[src/rtl/libv_base_sdiv_seq.sv]
// libv_base_sdiv_seq: sequential restoring divider, one quotient bit per ena edge.
// Build option LIBV_SDIV_SAT_EN: saturate the quotient to OW bits instead of truncating.
module libv_base_sdiv_seq #(
    parameter int AW = 5,
    parameter int BW = 3,
    parameter int OW = 4
) (
    input  logic          clk,
    input  logic          rst,
    input  logic          ena,
    input  logic          start,
    input  logic [AW-1:0] a,
    input  logic [BW-1:0] b,
    output logic          busy,
    output logic          vld,
    output logic [OW-1:0] o,
    output logic [BW-1:0] r,
    output logic          dz
);

    localparam int CW = (AW > 1) ? $clog2(AW) : 1;

    typedef enum logic [1:0] {
        IDLE = 2'd0,
        CALC = 2'd1,
        DONE = 2'd2
    } state_e;

    state_e        state_q, state_d;
    logic [CW-1:0] cnt_q, cnt_d;
    logic [AW-1:0] dvd_q, dvd_d;
    logic [BW-1:0] dsr_q, dsr_d;
    logic [AW-1:0] quo_q, quo_d;
    logic [BW-1:0] rem_q, rem_d;
    logic [OW-1:0] o_q, o_d;
    logic [BW-1:0] r_q, r_d;
    logic          dz_q, dz_d;
    logic [BW:0]   trial;

    // state register
    always_ff @(posedge clk or posedge rst) begin
        if (rst) begin
            state_q <= IDLE;
        end else begin
            state_q <= state_d;
        end
    end

    // next-state: DONE always falls back to IDLE, other moves need ena
    always_comb begin
        state_d = state_q;
        unique case (state_q)
            IDLE: begin
                if (ena && start) begin
                    state_d = (b != '0) ? CALC : DONE;
                end
            end
            CALC: begin
                if (ena && (cnt_q == '0)) begin
                    state_d = DONE;
                end
            end
            DONE:    state_d = IDLE;
            default: state_d = IDLE;
        endcase
    end

    // status outputs decoded from the state
    always_comb begin
        busy = (state_q == CALC) || (state_q == DONE);
        vld  = (state_q == DONE);
    end

    // datapath: operand capture, shift/subtract step, result capture
    always_comb begin
        cnt_d = cnt_q;
        dvd_d = dvd_q;
        dsr_d = dsr_q;
        quo_d = quo_q;
        rem_d = rem_q;
        o_d   = o_q;
        r_d   = r_q;
        dz_d  = dz_q;
        trial = {rem_q, dvd_q[AW-1]};
        unique case (state_q)
            IDLE: begin
                if (ena && start) begin
                    if (b != '0) begin
                        dvd_d = a;
                        dsr_d = b;
                        quo_d = '0;
                        rem_d = '0;
                        cnt_d = CW'(AW - 1);
                    end else begin
                        o_d  = '1;
                        r_d  = '0;
                        dz_d = 1'b1;
                    end
                end
            end
            CALC: begin
                if (ena) begin
                    if (trial >= {1'b0, dsr_q}) begin
                        rem_d = BW'(trial - {1'b0, dsr_q});
                        quo_d = {quo_q[AW-2:0], 1'b1};
                    end else begin
                        rem_d = trial[BW-1:0];
                        quo_d = {quo_q[AW-2:0], 1'b0};
                    end
                    dvd_d = dvd_q << 1;
                    if (cnt_q == '0) begin
                        r_d  = rem_d;
                        dz_d = 1'b0;
`ifdef LIBV_SDIV_SAT_EN
                        if ((AW+OW)'(quo_d) > (AW+OW)'({OW{1'b1}})) begin
                            o_d = '1;
                        end else begin
                            o_d = OW'(quo_d);
                        end
`else
                        o_d = OW'(quo_d);
`endif
                    end else begin
                        cnt_d = cnt_q - 1'b1;
                    end
                end
            end
            default: begin
            end
        endcase
    end

    // datapath and result registers
    always_ff @(posedge clk or posedge rst) begin
        if (rst) begin
            cnt_q <= '0;
            dvd_q <= '0;
            dsr_q <= '0;
            quo_q <= '0;
            rem_q <= '0;
            o_q   <= '0;
            r_q   <= '0;
            dz_q  <= 1'b0;
        end else begin
            cnt_q <= cnt_d;
            dvd_q <= dvd_d;
            dsr_q <= dsr_d;
            quo_q <= quo_d;
            rem_q <= rem_d;
            o_q   <= o_d;
            r_q   <= r_d;
            dz_q  <= dz_d;
        end
    end

    assign o  = o_q;
    assign r  = r_q;
    assign dz = dz_q;

endmodule
[config.mk]
export PLATFORM = sky130hd
export DESIGN_NAME = libv_base_sdiv_seq
export DESIGN_NICKNAME = d
export VERILOG_FILES = /design/src/rtl/libv_base_sdiv_seq.sv
export SDC_FILE = /design/constraint.sdc
export NUM_CORES = 1
export LEC_CHECK = 0
export ABC_CLOCK_PERIOD_IN_PS = 5200
export CORE_ASPECT_RATIO = 0.75
export CORE_MARGIN = 10
export CORE_UTILIZATION = 57
export DETAILED_ROUTE_END_ITERATION = 8
export GPL_ROUTABILITY_DRIVEN = 1
export PLACE_DENSITY = 0.83
export SETUP_SLACK_MARGIN = 0.02
export SYNTH_ARGS = -nofsm -noshare
export SYNTH_HDL_FRONTEND = slang
export SYNTH_SLANG_ARGS = --single-unit
[constraint.sdc]
create_clock -name clk -period 5.2 [get_ports clk]
set_input_delay 1.04 -clock clk [delete_from_list [all_inputs] [get_ports clk]]
set_output_delay 1.04 -clock clk [all_outputs]
set_load 0.01 [all_outputs]
; ---- After elaboration in Yosys (flattened, before gate mapping)
; Index checks and enable logic that the tools add are counted.
; W data, S select, Z words.
[totals]
ff_bits = 27
inputBits = 12
out_inout_bits = 10
word_cells = 71
[classes]
addsub = 2
magnitude_cmp = 1
eq_ne = 9
n_mux = 38
reduce_logical = 12
[op_table]
columns = operator, n
row1 = $mux W3, 15
row2 = $pmux W3 S2, 4
row3 = $mux W4, 4
row4 = $mux W5, 3
row5 = $ne A2 B2 Y1 const B, 6
row6 = $pmux W5 S2, 1
row7 = $reduce_and A5 Y1, 2
row8 = $pmux W4 S2, 1
row9 = $mux W2, 3
row10 = $mux W1, 5
row11 = $ge A4 B3 Y1, 1
row12 = $pmux W2 S2, 1
row13 = $reduce_and A4 Y1, 1
row14 = $logic_not A3 Y1, 1
row15 = $reduce_and A3 Y1, 1
row16 = $reduce_bool A3 Y1, 1
row17 = $sub A3 B1 Y3 const B, 1
row18 = $sub A3 B3 Y3, 1
row19 = $eq A2 B1 Y1 const B, 1
row20 = $eq A2 B2 Y1 const B, 1
row21 = $logic_and A1 B1 Y1, 2
row22 = $logic_not A2 Y1, 1
row23 = $ne A2 B1 Y1 const B, 1
row24 = $pmux W1 S2, 1
row25 = other kinds (3), 3

; ---- Logic depth before layout (Yosys ltp)
[depth]
depth_word = 5
depth_mapped = 8
mapped_depth_nobuf = 7

; ---- Least setup slack after synthesis
; No wires, ideal clock.
[synth_timing]
path_type = input-to-reg
startpoint = input b[2]
endpoint = register r_q[0] (netlist: r[0])
setup_time_ps = 128
t_arrival_ps = 2031
required_time_ps = 5072
slack_ps = 3041
stages = 4
n_path_buf = 0
path_cell_list = or3_4 o21ai_4 nand3_4 mux2_1
[synth_between]
elab_chain_cells = 3
[synth_lines]
columns = element, line_no
row1 = start: declaration, 13  ; input logic [BW-1:0] b,
row2 = $reduce_bool A3 Y1, 88  ; if (b != '0) begin
row3 = $ne A2 B2 Y1 (no line), -
row4 = $reduce_and A5 Y1 (no line), -
row5 = end signal: assignment, 151  ; r_q <= r_d;
row6 = end: declaration, 36  ; logic [BW-1:0] r_q, r_d;
; No other way between the ends.
; A chain may end at the register's enable or synchronous reset.

; ---- Final worst setup path
[layout_timing]
startpoint = register state_q[1]
endpoint = output busy
[layout_between]
elab_chain_cells = 2
word_cells_on_any_way = 3
classes_between = eq/ne: 2 / reduce/logical: 1
[layout_lines]
columns = element, line_no
row1 = start: declaration, 29  ; state_e state_q, state_d;
row2 = start signal: assignment, 45  ; state_q <= state_d;
row3 = $eq A2 B1 Y1 or $eq A2 B2 Y1 (tied branches), 70  ; busy = (state_q == CALC) || (state_q == DONE);
row4 = $logic_or A1 B1 Y1 (*), 70
row5 = end: declaration, 14  ; output logic busy,
; Every way passes the cells marked *; elsewhere a longest branch is shown, timed or not.

==> results.toml <==
[outcome]
status = "finished, final reports clean"

[finish]
fillCellCount = 188
regArea_um2 = 675.6
multi_input_area_um2 = 740.7
nNetsFinal = 182
area_growth_pct = 16.65
num_antenna_cells = 0
stdcell_count = 194
drive_above_1_share_pct = 10.63

[critical_path]
timing.rr.start = "state_q[1]$_DFFE_PP0P_"
cp-endpoint = "busy"
reg2reg_to = "cnt_q[0]$_DFFE_PP0P_"
cpMaxStageDelayCell = "clkdlybuf4s50_1"
r2r.worst_path.cells = 6
worstPathRequired_ns = 4.16
critical_path_arrival_ns = 1.60
cp_cell_sequence = "inv_1 > ha_1 > clkdlybuf4s50_1"
cp_slowest_stage_delay_ns = 0.54
crit_fanout = 3
crit_type = "reg -> out"
cp-start-kind = "register"
reg2reg_slack_ns = 2.68
cp-end-kind = "primary output"
worstSetupStartpoint = "state_q[1]$_DFFE_PP0P_"

[logic_synthesis]
synth_top_area_share_pct = 45.19
ys_warn_count = 0
postSynthAreaPerCell_um2 = 10.60
syn-instance-count = 141
yosysSeqAreaShare_pct = 45.19
synth_nets = 162
synth_seq_cells = 27
synth_area_leaders = "dfrtp_1 (45%), ha_1 (6.7%), mux2i_1 (5.4%), nand2_1 (5.0%), mux2_2 (4.5%)"
synth_cell_types = 33
synth.largest_area_cell = "dfrtp_1"
syn-cell-area_um2 = 1495

[sta]
fin_tns_setup_ns = 0
clock_skew_ns = 0.002523
min_period_ns = 2.641
period_share_pct = 50.80
relSlewSlack_pct = 33.89
rsz0062_at_grt = "false"
hold_viol_final = 0
worst_pin_slew_ns = 0.9905
drv_slew = 0
max_freq_ghz = 0.3786
hold_ws_ns = 0.4985
finalSetupViolations = 0

[die]
fp.dieArea_um2 = 5093
die_h_um = 64.36
fp.dieW_um = 79.14
initial_core_util_pct = 62.24
io_pins = 22
rows = 15
core-area_um2 = 2402

[grt]
grt_pass1_wl_um = 4871
grt_pass1_vias = 1026
grt_max_degree = 28
grt_usage_pct = 11.88
antenna_found_initial = 0
grt_overflow_total = 0

[clock_network]
cts-buffers-inserted = 3
cts_buffer_depth = 2
cts_resized = 0
cts_tree = "built"
clkTransAtPathRegs_ns = 0.13
cts_setup_buffers = 0
cts.sinks = 27
cts_hold_buf = 0
h-tree-depth = 1
insertion_delay_ns = 0.32
root_buffer = "clkbuf_4"

[routing]
drc_errors = 0
routed_wl_um = 2778
drtAntennaViolNets = 0
viasPerCell = 5.216
drtIter0Drc = 42
drt_pass1_iterations = 4
vias = 1012
wl_per_cell_um = 14.32

[power]
leakagePower_nw = 0.7998
ir_drop_mv = 0.4057
p_per_area_nw_per_um2 = 542.4

[placement]
dp_cells = 190
place_congestion = 0.8637
dp_hpwl_um = 2225
port_buffers = 21

[worst_hold_path]
hp-class = "reg -> reg"

[flow_run]
maxCapViolCount = 0
==> worst min-delay path by stage <==
stage | start | endpoint | slack (ns) | cells after the start
after global routing | dvd_q[3]$_DFFE_PP0P_ | dvd_q[3]$_DFFE_PP0P_ | 0.53 | 2
after global placement | quo_q[2]$_DFFE_PP0P_ | quo_q[2]$_DFFE_PP0P_ | 0.46 | 2
final | dvd_q[3]$_DFFE_PP0P_ | dvd_q[3]$_DFFE_PP0P_ | 0.50 | 2
after CTS | dvd_q[3]$_DFFE_PP0P_ | dvd_q[3]$_DFFE_PP0P_ | 0.50 | 2
after floorplan | quo_q[2]$_DFFE_PP0P_ | quo_q[2]$_DFFE_PP0P_ | 0.45 | 2
after detailed placement | dvd_q[3]$_DFFE_PP0P_ | dvd_q[3]$_DFFE_PP0P_ | 0.47 | 2
==> placed cells by master, fill, tap and decap left out, types with 2 or more instances in the layout <==
cell             instances
a21oi_1                  2
o21ai_4                  2
mux2_2                   6
nor2_1                   5
nand2b_1                 6
nand2_1                 20
o21ai_0                 10
inv_1                   13
mux2_4                   3
o31ai_1                  2
ha_1                     8
clkdlybuf4s50_1         21
clkbuf_4                 3
o21ai_1                  3
mux2_1                   3
mux2i_1                  8
dfrtp_1                 27
==> through the flow <==
stage	area (um^2)	total power [W]	util, %	setup slack [ns]
2_1_floorplan	1495	0.0007139	-	3.041
3_5_place_dp	1718	0.0008674	71.51	2.233
3_3_place_gp	1718	0.0008437	71.51	2.266
4_1_cts	1744	0.0009576	72.60	2.540
5_1_grt	1744	0.001032	72.60	2.408
6_report	1744	0.0009461	72.60	2.559
==> power breakdown <==
part	internal, W	total, W	switching, W
Sequential	0.000291	0.000348	0.0000568
Clock	0.0000301	0.0000877	0.0000576
Combinational	0.000255	0.000510	0.000256
==> critical path, delay by kind of cell, from the launching register on <==
kind	cells	cell delay, ns
buffers and inverters	2	0.61
adder cells (fa/ha/maj)	1	0.28
flip-flops	1	0.39
==> area by class of cell <==
class                   count  share of cell area (%)
multi-input cells          95                   42.47
flip-flops and latches     27                   38.74
repair buffers             21                   12.05
inverters                  13                   2.798
well taps                  34                   2.439
clock buffers               4                   1.506
==> per-layer routing <==
metal / global-route usage, % / vias up / wire length, um
met5: 0 / - / 0
met4: 3.348 / 0 / 29
met3: 4.469 / 4 / 135
met2: 19.21 / 17 / 1357
met1: 14.40 / 481 / 1255
li1: - / 510 / -
==> synthesized netlist by cell type (all sizes together) <==
library cell  instances
dfrtp                27
nand2                20
o21ai                15
inv                  13
mux2                 12
ha                    8
mux2i                 8
buf                   6
nand2b                6
nor2                  5
a21bo                 2
a21oi                 2
nand3                 2
o31ai                 2
a211o                 1
a21o                  1
a22oi                 1
and2                  1
and4                  1
fa                    1
nand3b                1
nand4b                1
nor3                  1
nor4b                 1
o311ai                1
or3                   1
xnor2                 1
==> state kept, by name, indices dropped and copies added, names as in the netlist <==
| signal | cells |
|---|---|
| r | 3 |
| o | 4 |
| state_q | 2 |
| dz | 1 |
| rem_q | 3 |
| dvd_q | 5 |
| dsr_q | 3 |
| quo_q | 3 |
| cnt_q | 3 |
==> kinds of logic (layout without fill, tap and decap cells) <==
logic type / Yosys count / count (layout) / synth area share [%]
AO/OA/AOI/OAI: 25 / 25 / 11.72
XOR/XNOR: 1 / 1 / 0.5859
adder cells (fa/ha/maj): 9 / 9 / 8.034
buffers and inverters: 19 / 38 / 5.272
flip-flops: 27 / 27 / 45.19
multiplexers: 20 / 20 / 15.15
AND/OR/NAND/NOR: 40 / 40 / 14.06
Note: power is estimated with default switching activity, not from simulation.
